### src/rtl/uart_rx.sv
// UART receive stage: oversamples RX_IN, majority-votes three samples per bit,
// deserialises an LSB-first frame (start, data, optional parity, stop) and
// reports the word with a one-cycle valid pulse or one-cycle error pulses.
module uart_rx #(
  parameter int DATA_WIDTH = 8
) (
  input  logic                  CLK,
  input  logic                  RST,
  input  logic                  RX_IN,
  input  logic [5:0]            PRESCALE,
  input  logic                  PAR_EN,
  input  logic                  PAR_TYP,
  output logic [DATA_WIDTH-1:0] P_DATA,
  output logic                  DATA_VALID,
  output logic                  PAR_ERR,
  output logic                  STP_ERR,
  output logic                  Busy
);

  localparam int BW = (DATA_WIDTH > 1) ? $clog2(DATA_WIDTH) : 1;

  typedef enum logic [2:0] {
    IDLE   = 3'd0,
    START  = 3'd1,
    DATA   = 3'd2,
    PARITY = 3'd3,
    STOP   = 3'd4
  } state_t;

  // Only 8, 16 and 32 are supported ratios; anything else runs at 8.
  function automatic logic [5:0] f_decode_prescale(input logic [5:0] p);
    logic [5:0] r;
    case (p)
      6'd16:   r = 6'd16;
      6'd32:   r = 6'd32;
      default: r = 6'd8;
    endcase
    return r;
  endfunction

  // Expected parity bit: even parity when typ=0, odd parity when typ=1.
  function automatic logic f_parity(input logic [DATA_WIDTH-1:0] d, input logic typ);
    return (^d) ^ typ;
  endfunction

  // 2-of-3 majority vote of the three bit samples.
  function automatic logic f_majority(input logic a, input logic b, input logic c);
    return (a & b) | (a & c) | (b & c);
  endfunction

  state_t                r_state;
  logic [5:0]            r_edge_cnt;
  logic [BW-1:0]         r_bit_cnt;
  logic [5:0]            r_prescale;
  logic                  r_par_en;
  logic                  r_par_typ;
  logic                  r_par_fail;
  logic                  r_s0;
  logic                  r_s1;
  logic [DATA_WIDTH-1:0] r_shift;
  logic [DATA_WIDTH-1:0] r_p_data;
  logic                  r_data_valid;
  logic                  r_par_err;
  logic                  r_stp_err;
  logic                  r_busy;

  logic [5:0] w_half;
  logic       w_samp0;
  logic       w_samp1;
  logic       w_decide;
  logic       w_last;
  logic       w_bit;

  // Sample/decision strobes within the current bit period and the voted bit.
  always_comb begin
    w_half   = r_prescale >> 1;
    w_samp0  = 1'b0;
    w_samp1  = 1'b0;
    w_decide = 1'b0;
    w_last   = 1'b0;
    if (r_state != IDLE) begin
      w_samp0  = (r_edge_cnt == (w_half - 6'd1));
      w_samp1  = (r_edge_cnt == w_half);
      w_decide = (r_edge_cnt == (w_half + 6'd1));
      w_last   = (r_edge_cnt == (r_prescale - 6'd1));
    end else begin
      w_samp0  = 1'b0;
    end
    w_bit = f_majority(r_s0, r_s1, RX_IN);
  end

  // Receive FSM, counters, shift register and registered outputs.
  always_ff @(posedge CLK) begin
    if (!RST) begin
      r_state      <= IDLE;
      r_edge_cnt   <= 6'd0;
      r_bit_cnt    <= {BW{1'b0}};
      r_prescale   <= 6'd8;
      r_par_en     <= 1'b0;
      r_par_typ    <= 1'b0;
      r_par_fail   <= 1'b0;
      r_s0         <= 1'b0;
      r_s1         <= 1'b0;
      r_shift      <= {DATA_WIDTH{1'b0}};
      r_p_data     <= {DATA_WIDTH{1'b0}};
      r_data_valid <= 1'b0;
      r_par_err    <= 1'b0;
      r_stp_err    <= 1'b0;
      r_busy       <= 1'b0;
    end else begin
      r_data_valid <= 1'b0;
      r_par_err    <= 1'b0;
      r_stp_err    <= 1'b0;

      if (w_samp0) begin
        r_s0 <= RX_IN;
      end
      if (w_samp1) begin
        r_s1 <= RX_IN;
      end

      case (r_state)
        IDLE: begin
          r_edge_cnt <= 6'd0;
          r_bit_cnt  <= {BW{1'b0}};
          if (!RX_IN) begin
            // This cycle is edge 0 of the start bit; frame settings freeze here.
            r_state    <= START;
            r_edge_cnt <= 6'd1;
            r_busy     <= 1'b1;
            r_prescale <= f_decode_prescale(PRESCALE);
            r_par_en   <= PAR_EN;
            r_par_typ  <= PAR_TYP;
            r_par_fail <= 1'b0;
          end
        end

        START: begin
          if (w_decide && w_bit) begin
            // Start bit voted high: a glitch, drop back silently.
            r_state    <= IDLE;
            r_edge_cnt <= 6'd0;
            r_busy     <= 1'b0;
          end else if (w_last) begin
            r_state    <= DATA;
            r_edge_cnt <= 6'd0;
            r_bit_cnt  <= {BW{1'b0}};
          end else begin
            r_edge_cnt <= r_edge_cnt + 6'd1;
          end
        end

        DATA: begin
          if (w_decide) begin
            r_shift <= {w_bit, r_shift[DATA_WIDTH-1:1]};
          end
          if (w_last) begin
            r_edge_cnt <= 6'd0;
            if (r_bit_cnt == BW'(DATA_WIDTH - 1)) begin
              r_state <= r_par_en ? PARITY : STOP;
            end else begin
              r_bit_cnt <= r_bit_cnt + {{(BW-1){1'b0}}, 1'b1};
            end
          end else begin
            r_edge_cnt <= r_edge_cnt + 6'd1;
          end
        end

        PARITY: begin
          if (w_decide) begin
            r_par_fail <= (w_bit != f_parity(r_shift, r_par_typ));
          end
          if (w_last) begin
            r_state    <= STOP;
            r_edge_cnt <= 6'd0;
          end else begin
            r_edge_cnt <= r_edge_cnt + 6'd1;
          end
        end

        STOP: begin
          if (w_decide) begin
            // Report now rather than waiting out the second half of the stop bit.
            r_stp_err  <= ~w_bit;
            r_par_err  <= r_par_fail;
            if (w_bit && !r_par_fail) begin
              r_p_data     <= r_shift;
              r_data_valid <= 1'b1;
            end
            r_state    <= IDLE;
            r_edge_cnt <= 6'd0;
            r_busy     <= 1'b0;
          end else begin
            r_edge_cnt <= r_edge_cnt + 6'd1;
          end
        end

        default: begin
          r_state    <= IDLE;
          r_edge_cnt <= 6'd0;
          r_busy     <= 1'b0;
        end
      endcase
    end
  end

  assign P_DATA     = r_p_data;
  assign DATA_VALID = r_data_valid;
  assign PAR_ERR    = r_par_err;
  assign STP_ERR    = r_stp_err;
  assign Busy       = r_busy;

endmodule

### config.mk
export PLATFORM = sky130hd
export DESIGN_NAME = uart_rx
export DESIGN_NICKNAME = d
export VERILOG_FILES = /design/src/rtl/uart_rx.sv
export SDC_FILE = /design/constraint.sdc
export NUM_CORES = 1
export LEC_CHECK = 0
export CAP_MARGIN = 20
export CORE_ASPECT_RATIO = 0.6
export CORE_UTILIZATION = 50
export CTS_CLUSTER_DIAMETER = 150
export DETAILED_ROUTE_END_ITERATION = 6
export GPL_TIMING_DRIVEN = 0
export PLACE_DENSITY = 0.8
export SYNTH_ARGS = -nofsm -noshare
export SYNTH_HDL_FRONTEND = slang
export SYNTH_SLANG_ARGS = --single-unit
### constraint.sdc
create_clock -name CLK -period 2.4 [get_ports CLK]
set_input_delay 0.72 -clock CLK [delete_from_list [all_inputs] [get_ports CLK]]
set_output_delay 0.72 -clock CLK [all_outputs]
set_load 0.02 [all_outputs]
# Word-level counts from Yosys, hierarchy flattened
# Cells that the tools add are included.
# op_classes
addsub	5
mul	0
div_mod_pow	0
magnitude_cmp	0
n_eq_ne	23
n_shift	0
muxes	32
bitwise_logic	9
reduce_logical	17
# ops
op	n
two-way mux 3 bit	12
case mux 6 bit (4 select lines)	1
!= test 2 bit, second input constant	10
equality test 6 bit	3
two-way mux 6 bit	3
case mux 3 bit (5 select lines)	1
case mux 6 bit (2 select lines)	1
two-way mux 1 bit	11
case mux 3 bit (3 select lines)	1
AND reduction 3 bit	3
XOR reduction 8 bit	1
adder 5 x 1 -> 6 bit, second input constant	1
adder 6 x 1 -> 6 bit, second input constant	1
equality test 3 x 2 -> 1 bit, second input constant	2
equality test 3 bit, second input constant	2
equality test 6 x 5 -> 1 bit	1
equality test 6 x 5 -> 1 bit, second input constant	1
equality test 6 bit, second input constant	1
AND reduction 6 bit	1
nonzero test 3 bit	2
subtractor 5 x 1 -> 6 bit, second input constant	1
subtractor 6 x 1 -> 6 bit, second input constant	1
AND reduction 5 bit	1
case mux 1 bit (4 select lines)	1
16 further kinds	23
# word_totals
register_bits	43
latch_bits	0
ramBits	0
romBits	0
out_inout_bits	12
word_cells	101
mem_count	0

# Longest topological paths before layout
# depth
depth_word	6
ltp_mapped	7

# Worst setup path after synthesis
# Ideal clock, no wire load.
# synth_path
path_type	input-to-reg
from	in RX_IN
to	reg r_bit_cnt[0]
setup_ns	0.072
t_arrival_ns	1.896
required_time_ns	2.328
setup_slack_ns	0.432
stages	4
path_cell_list	maj3_1 -> a41o_1 -> a211oi_4 -> mux2i_1
# synth_between
elab_chain_cells	6
word_cells_on_any_way	7
cone_classes	eq/ne (1); bitwise (4); reduce/logical (2)
# synth_rtl
item	line	text
from (decl)	9	input logic RX_IN,
AND 1 bit	48	return (a & b) | (a & c) | (b & c);
OR 1 bit	48	
OR 1 bit *	48	
logical AND 1 bit *	139	if (w_decide && w_bit) begin
!= test 2 bit (no line) *	n/a	
AND reduction 5 bit (no line) *	n/a	
to (signal assigned)	125	r_bit_cnt <= {BW{1'b0}};
to (signal assigned)	147	r_bit_cnt <= {BW{1'b0}};
to (signal assigned)	162	r_bit_cnt <= r_bit_cnt + {{(BW-1){1'b0}}, 1'b1};
to (decl)	53	logic [BW-1:0] r_bit_cnt;
# Mark *: on every way between the ends. The rest lies on a longest branch, timed or not.
# A chain may end at the register's enable or synchronous reset.

# Final worst setup path
# Ends and elaborated chain as after synthesis.

==> out/metrics.yaml <==
antenna_cells: 0
busiest_layer: "met1"
multiInputGateArea_um2: 1137
synth_top_family_by_area: "simple AND/OR/NAND/NOR gates"
fmax_ghz: 0.4451
drtPass1Iterations: 6
drt_iter0_drc: 128
p_per_area_nw_per_um2: 545.1
ff2ff_path_depth: 7
n_fill_cell: 312
insertion_delay_ns: 0.29
synth_seq_cells: 40
async_reset_ff_frac: 0
timing.final.ws_setup_ns: 0.1535
finalNetCount: 262
hold_depth: 2
grtUsageMet3: 0.06462
worst_pin_slew_ns: 0.6392
hold_start: "r_bit_cnt[1]"
final_util: 0.6391
vdd_ir_drop_max_v: 0.0004328
hp-class: "register to register"
setup_violations: 0
grt_pass1_vias: 1509
clk_path_buf_depth: 2
synthMuxAreaShare: 0.1045
drive_gt1_frac: 0.1057
period_minus_slack_ns: 2.246
place_ws_ns: -0.2305
dp_hpwl_um: 3042
synth_area_um2: 2011
cts_setup_buffers: 0
dieWidth_um: 83.87
io_pins: 23
totalWireLength_um: 4152
drv_slew: 0
cts_htree_levels: 2
violations: "DRC"
synth_area_per_cell_um2: 9.309
hold_viol_final: 0
synth_edf_count: 0
wl_per_cell_um: 14.17
max_stage_delay_ns: 0.48
grt_antenna_before_repair: 0
synthTopCellsByArea: "dfxtp_1, mux2i_1, nor2_1"
synthFlopType: "dfxtp_1"
crit_chain: "clkdlybuf4s50_1 > maj3_2 > a41o_1 > a211oi_4 > mux2i_1"
yosys_warnings: 0
worstPathArrival_ns: 2.47
gp_congestion: 0.9169
status: "finished, violations left"
cts_root_buffer: "clkbuf_8"
grt_first_pass_wirelength_um: 7286
cts_tree: "done"
use_met1: 0.3283
num_vias: 1610
core_um2: 3765
r2r_setup_slack_ns: 0.27
synth_area_leader_cell: "dfxtp_1"
syn2layout_area_growth_pct: 19.66
startpoint: "RX_IN"
fin_crit_sh: 0.9360
r2r_start: "r_prescale[3]"
path_class: "input pin to register"
start_util: 0.5341
ys_seq_area_frac: 0.3983
synth_common_cells: "dfxtp_1, nor2_1, mux2i_1, nand2_1, xnor2_1"
dieArea_um2: 4287
overflow: 0
drc: 2
clk_pin_slew_ns: 0.07
cpMaxStageDelayCell: "clkdlybuf4s50_1"
viasPerCell: 5.495
synthCells: 216
required_ns: 2.62
regArea_um2: 800.8
holdBufCountCts: 0
syn_nets: 233
synth.most_common_cell: "dfxtp_1"
io_buffers: 22
synthAdderAreaFrac: 0.04231
die_height_um: 51.12
start_kind: "input pin"
p_leak_uw: 0.001054
endpoint_kind: "register"
synth_compound_area_frac: 0.1033
yosys.area.top_type_share: 0.3983
antenna_violating_nets_post_route: 0
drv_cap: 0
grt_max_degree: 13
cts_made_buffers: 5
cp_max_fo: 7
r2r_end: "r_bit_cnt[0]"
max_slew_margin: 0.5723
rows: 17
synth_xor_area_frac: 0.1002
cts.sinks: 40
synth.distinct_cells: 44
grt_use_total: 0.2227
clock_skew_ns: 0.003157
whs_endpoint: "r_bit_cnt[1]"
rsz0062_at_grt: "no"
met2_usage: 0.3087
synthSimpleGateAreaFrac: 0.2110
[area by class of cell]
cell class,instances,area share
Multi-Input combinational cell,157,0.4727
Sequential cell,40,0.3328
Timing Repair Buffer,22,0.09152
Clock buffer,6,0.03016
Tap cell,47,0.02444
Buffer,10,0.01976
Clock inverter,2,0.01456
Inverter,9,0.01404
[state kept, by name (all words and copies together) (netlist names), 3 cells and up]
register    flops
P_DATA          8
r_bit_cnt       3
r_edge_cnt      6
r_prescale      3
r_shift         8
r_state         3
[timing repair]
| action | CTS | global route |
|---|---|---|
| resized for setup | 0 | 2 |
| endpoints found under the hold margin | 0 | 0 |
| setup endpoints to repair | 0 | 5 |
[metrics by stage]
step,cells,setup TNS (ns),hold WS [ns],total power (µW),area [µm²]
after floorplan,216,0,0.4272,747.4,2011
after global placement,285,-2.841,0.4438,784.3,2290
after detailed placement,285,-2.683,0.4587,786.7,2290
after CTS,293,0,0.4716,1319,2397
after global routing,293,0,0.4953,1374,2406
final,293,0,0.4704,1312,2406
[where the power goes]
group | switching [µW] | internal (µW)
Clock | 230 | 309
Sequential | 5.84 | 670
Combinational | 55.7 | 41.3
Total | 292 | 1020
[worst max-delay path, delay by kind of cell]
kind / cells / cell delay (ns)
mux: 1 / 0.22
buf+inv: 1 / 0.48
fa+ha+maj: 1 / 0.41
compound gates: 2 / 0.63
[metal layers]
layer  share of wire  wire length [µm]
met1            0.53              2203
met2            0.39              1616
met3           0.074               308
met4          0.0055                23
met5               0                 0
[worst max path at each step]
stage / end / slack, ns / cells past startpoint
after CTS: r_bit_cnt[0] / 0.07 / 5
after detailed placement: r_bit_cnt[1] / -0.23 / 5
final: r_bit_cnt[0] / 0.15 / 5
after global placement: r_bit_cnt[1] / -0.25 / 5
after global routing: r_bit_cnt[2] / 0.10 / 5
after floorplan: r_bit_cnt[0] / 0.43 / 4
[cells by family (layout without fill, tap and decap cells)]
family                     count (synthesis)  after routing
DFF                                       40             40
and+or+nand+nor                           79             79
AOI/OAI and AO/OA                         27             27
muxes                                     21             21
xor gates and xnor gates                  23             23
buffers and inverters                     19             49
adders and majority gates                  7              7
[layout by cell type (no fill, tap or decap), types with 2 or more instances in the layout]
master	count
buf_2	5
a41o_1	3
xnor2_1	12
nand4b_1	2
ha_1	6
clkbuf_8	5
clkdlybuf4s50_1	22
xor2_1	11
nor3_1	6
a21oi_2	3
inv_1	9
a211oi_1	2
clkbuf_1	5
nand2_1	15
dfxtp_1	40
a21oi_1	6
nor2_1	31
a2111oi_0	2
mux2i_1	21
nand4_1	2
nor4_1	2
nand3_1	6
o21ai_0	4
nand2b_1	2
Power figures use the tool's default switching activity.
